File: src/rtl/nibble_deser.sv
// Serial-to-nibble deserializer with a one-deep holding register, overrun and framing flags.
// Zero latency: the nibble is held from the edge that samples its 4th bit; a full holding register drops new nibbles.
module nibble_deser (
  input  logic _CLK,
  input  logic _CLR,
  input  logic _SER,
  input  logic _SEN,
  input  logic _SYNC,
  input  logic _RDY,
  output logic _QA,
  output logic _QB,
  output logic _QC,
  output logic _QD,
  output logic _VALID,
  output logic _BUSY,
  output logic _OVR,
  output logic _FERR
);

  typedef enum logic {
    IDLE  = 1'b0,
    SHIFT = 1'b1
  } state_e;

  state_e     state;
  logic [1:0] cnt_q, cnt_d;
  logic [2:0] stg_q, stg_d;
  // hold_q is {QA, QB, QC, QD}; stg_q[0] holds the first sampled bit.
  logic [3:0] hold_q, hold_d;
  logic       valid_q, valid_d;
  logic       ovr_q, ovr_d;
  logic       ferr_q, ferr_d;
  logic       done;

  always_ff @(posedge _CLK or negedge _CLR) begin
    if (!_CLR) begin
      cnt_q   <= 2'd0;
      stg_q   <= 3'b000;
      hold_q  <= 4'b0000;
      valid_q <= 1'b0;
      ovr_q   <= 1'b0;
      ferr_q  <= 1'b0;
    end else begin
      cnt_q   <= cnt_d;
      stg_q   <= stg_d;
      hold_q  <= hold_d;
      valid_q <= valid_d;
      ovr_q   <= ovr_d;
      ferr_q  <= ferr_d;
    end
  end

  always_comb begin
    state   = (cnt_q == 2'd0) ? IDLE : SHIFT;
    cnt_d   = cnt_q;
    stg_d   = stg_q;
    hold_d  = hold_q;
    valid_d = valid_q;
    ovr_d   = ovr_q;
    ferr_d  = ferr_q;
    done    = 1'b0;

    if (_SEN) begin
      if (_SYNC) begin
        if (state == SHIFT) ferr_d = 1'b1;
        stg_d = {2'b00, _SER};
        cnt_d = 2'd1;
      end else begin
        case (cnt_q)
          2'd0: begin stg_d[0] = _SER; cnt_d = 2'd1; end
          2'd1: begin stg_d[1] = _SER; cnt_d = 2'd2; end
          2'd2: begin stg_d[2] = _SER; cnt_d = 2'd3; end
          default: begin
            done  = 1'b1;
            stg_d = 3'b000;
            cnt_d = 2'd0;
          end
        endcase
      end
    end

    if (valid_q && _RDY) valid_d = 1'b0;

    // A transfer on the completing edge frees the holding register for the new nibble.
    if (done) begin
      if (!valid_q || _RDY) begin
        hold_d  = {_SER, stg_q[2], stg_q[1], stg_q[0]};
        valid_d = 1'b1;
      end else begin
        ovr_d = 1'b1;
      end
    end
  end

  assign _QA    = hold_q[3];
  assign _QB    = hold_q[2];
  assign _QC    = hold_q[1];
  assign _QD    = hold_q[0];
  assign _VALID = valid_q;
  assign _BUSY  = (state == SHIFT);
  assign _OVR   = ovr_q;
  assign _FERR  = ferr_q;

endmodule

File: config.mk
export PLATFORM = sky130hd
export DESIGN_NAME = nibble_deser
export DESIGN_NICKNAME = d
export VERILOG_FILES = /design/src/rtl/nibble_deser.sv
export SDC_FILE = /design/constraint.sdc
export NUM_CORES = 1
export LEC_CHECK = 0
export ABC_AREA = 1
export BUFFER_PORTS_ARGS = -buffer_cell sky130_fd_sc_hd__clkbuf_2
export CAP_MARGIN = 20
export CORE_AREA = 3 3 40 42
export DETAILED_ROUTE_END_ITERATION = 10
export DIE_AREA = 0 0 43 45
export PLACE_DENSITY_LB_ADDON = 0.15
export SETUP_SLACK_MARGIN = 0.1
export SLEW_MARGIN = 20
export SYNTH_ARGS = -nofsm -noshare
export SYNTH_HDL_FRONTEND = slang
export SYNTH_SLANG_ARGS = --single-unit
File: constraint.sdc
create_clock -name _CLK -period 2.85 [get_ports _CLK]
set_input_delay 0.57 -clock _CLK [delete_from_list [all_inputs] [get_ports _CLK]]
set_output_delay 0.57 -clock _CLK [all_outputs]
set_load 0.02 [all_outputs]
==> impl_metrics.csv <==
group,metric,value,unit
status,status,"complete, no violations",
detailed_routing,drt_first_pass_iters,4,
cts,hold_buffers,0,
synth,syn_area,588,µm²
cells_and_area,antenna_cells,0,
cts,clk_path_buf_depth,2,
cts,clk_latency,0.28,ns
detailed_routing,vias,466,
synth,ys_types,15,
die,dieArea,1940,µm²
die,core_area,1280,µm²
cells_and_area,final_nets,91,
cts,clk_pin_slew_worst_paths,0.08,ns
synth,synth-compound-area-share,0.0936,
detailed_routing,met1_length,460,µm
power,p_clk_frac,0.316,
power,powerDensity,627,nW/µm²
cells_and_area,fin_cells,95,
synth,synth-simple-area-share,0.253,
critical_path,critPathArrivalTime,1.25,ns
critical_path,cp_slowest_stage_delay,0.42,ns
global_route,overflow,0,
detailed_routing,wl_met2,464,µm
place,pre_cts_slack,1.35,ns
cts,htree_num_levels,1,
place,port_buffers,13,
synth,synth_top_family_by_area,"simple AND/OR/NAND/NOR gates",
detailed_routing,wl,1.02,mm
sta,max-slew-margin-rel,0.794,
global_route,grt_pass1_wl,1.63,mm
power,p_comb_frac,0.216,
cells_and_area,nFillCells,119,
sta,rsz0062_at_grt,"no",
sta,tightest_slew,0.309,ns
sta,hold_violations,0,
cts,cts.sinks,12,
critical_path,cp-start-kind,"flop",
cells_and_area,layout_common_cells,"nand2_1, clkbuf_2, dfrtp_1",
global_route,grt_usage,0.121,
power,p_int,0.302,mW
global_route,grt_max_degree,13,
critical_path,critPathKind,"reg -> out",
global_route,grt_pass1_vias,368,
sta,fin_worst_skew,0.0117,ns
critical_path,worstPathRequired,2.28,ns
place,dp_hpwl,740,µm
power,p_sw,0.135,mW
detailed_routing,drtAntennaViolNets,0,
synth,synth_fa_ha_area_frac,0.0851,
synth,syn_area_per_cell,9.19,µm²
detailed_routing,avgRoutedWirePerCell,10.7,µm
die,pin_count,14,
power,switching_share,0.309,
place,gp_congestion,0.793,
synth,syn_nets,74,
critical_path,regToRegSetupSlack,1.66,ns
cts,cts_resized,0,
cts,post_cts_buffers,0,
synth,yosysSeqAreaShare,0.511,
sta,whs,0.158,ns
critical_path,r2r_end,"stg_q[2]",
cells_and_area,fin_util,0.542,
place,post_dp_cell_area,661,µm²
critical_path,reg2reg_depth,6,
critical_path,cpMaxStageDelayCell,"dfrtp_1",
cells_and_area,final_common_cell,"nand2_1",
detailed_routing,top_layer_used,"met4",
cells_and_area,syn2layout_area_growth,18.5,%
cells_and_area,fin_area,697,µm²
cts,cts_root_buf,"clkbuf_4",
sta,fin_crit_sh,0.640,
power,seqPwrFrac,0.468,
cts,cts_buffers,3,
synth,synth_xor_area_frac,0,
critical_path,critPathMaxFanout,5,
run,cap_violations,0,
die,fp-row-count,13,
detailed_routing,wl_met3,66,µm
power,totalPowerFinal,0.437,mW
die,start_util,0.458,
sta,setup_viol,0,
power,p_leak,0.375,nW
critical_path,worst_setup_path_end_kind,"primary output",
synth,syn_inst,64,
global_route,antenna_found_initial,0,
synth,ys_warn_count,0,
die,die_h,45,µm
critical_path,regToRegStartpoint,"cnt_q[0]",
sta,fin_crit,1.82,ns
sta,max_freq,549,MHz
detailed_routing,drt-initial-drc-count,8,
critical_path,crit_chain,"inv_1 -> ha_1 -> inv_1 -> clkbuf_2",
min_path,min_path_type,"in -> async",
cts,cts_tree,"yes",
detailed_routing,drc,0,
die,die_width,43,µm
synth,muxShareOfSynthArea,0,
sta,finalSetupTns,0,ns
critical_path,crit_top_cell,"inv_1",
detailed_routing,via_per_inst,4.91,
synth,synth_seq_cells,12,
cells_and_area,drive_gt1_frac,0.288,
power,ir_drop,0.270,mV
place,dp.cells,91,
sta,final_max_slew_viol_count,0,
sta,setup_slack,1.03,ns
-- routing by layer --
metal	vias to the layer above	global-route usage
li1	242	-
met1	207	0.138
met2	13	0.177
met3	4	0.0478
met4	0	0.108
met5	-	0
-- worst max-delay path, delay by kind of cell, from the launching register on --
kind                     cells  cell delay [ns]
adder cells (fa/ha/maj)      1             0.24
buffers and inverters        3             0.32
flip-flops                   1             0.42
-- layout make-up --
type,instances,area [µm²],area share
flip-flops and latches,12,300,0.431
multi-input cells,45,254,0.364
repair buffers,13,65.1,0.0934
clock buffers,4,36.3,0.0521
inverters,6,22.5,0.0323
well taps,15,18.8,0.0269
-- power by group through the flow --
stage,Combinational [mW],Clock [mW],Sequential [mW]
3_5_place_dp,0.0943,0,0.208
4_1_cts,0.0955,0.141,0.204
5_1_grt,0.104,0.147,0.207
2_1_floorplan,0.0475,0,0.224
3_3_place_gp,0.0943,0,0.207
6_report,0.0944,0.138,0.204
-- synth_stat cells, drive strengths merged --
| library cell | number | area (µm²) |
|---|---|---|
| inv | 6 | 22.5 |
| ha | 4 | 50.1 |
| o21bai | 1 | 7.51 |
| dfrtp | 12 | 300 |
| o21ai | 8 | 40.0 |
| nand3 | 8 | 40.0 |
| o21a | 1 | 7.51 |
| nand2 | 20 | 90.1 |
| nor2 | 3 | 18.8 |
| buf | 1 | 11.3 |
-- cell families (layout without fill, tap and decap cells) --
family	after synthesis	in the layout
AOI/OAI and AO/OA	10	10
adders and majority gates	4	4
DFF	12	12
buffers and inverters	7	23
and+or+nand+nor	31	31
-- worst max-delay path by stage --
| stage | from | endpoint | depth (start not counted) |
|---|---|---|---|
| 5_1_grt | cnt_q[0] | _BUSY | 4 |
| 3_3_place_gp | cnt_q[0] | _BUSY | 4 |
| 6_report | cnt_q[0] | _BUSY | 4 |
| 4_1_cts | cnt_q[0] | _BUSY | 4 |
| 3_5_place_dp | cnt_q[0] | _BUSY | 4 |
| 2_1_floorplan | cnt_q[0] | _BUSY | 3 |
-- registers in the layout, indices dropped and copies added, names as in the netlist --
signal / cells
hold_q: 4
stg_q: 3
cnt_q: 2
_FERR: 1
_OVR: 1
_VALID: 1
Note: power is estimated with default switching activity, not from simulation.
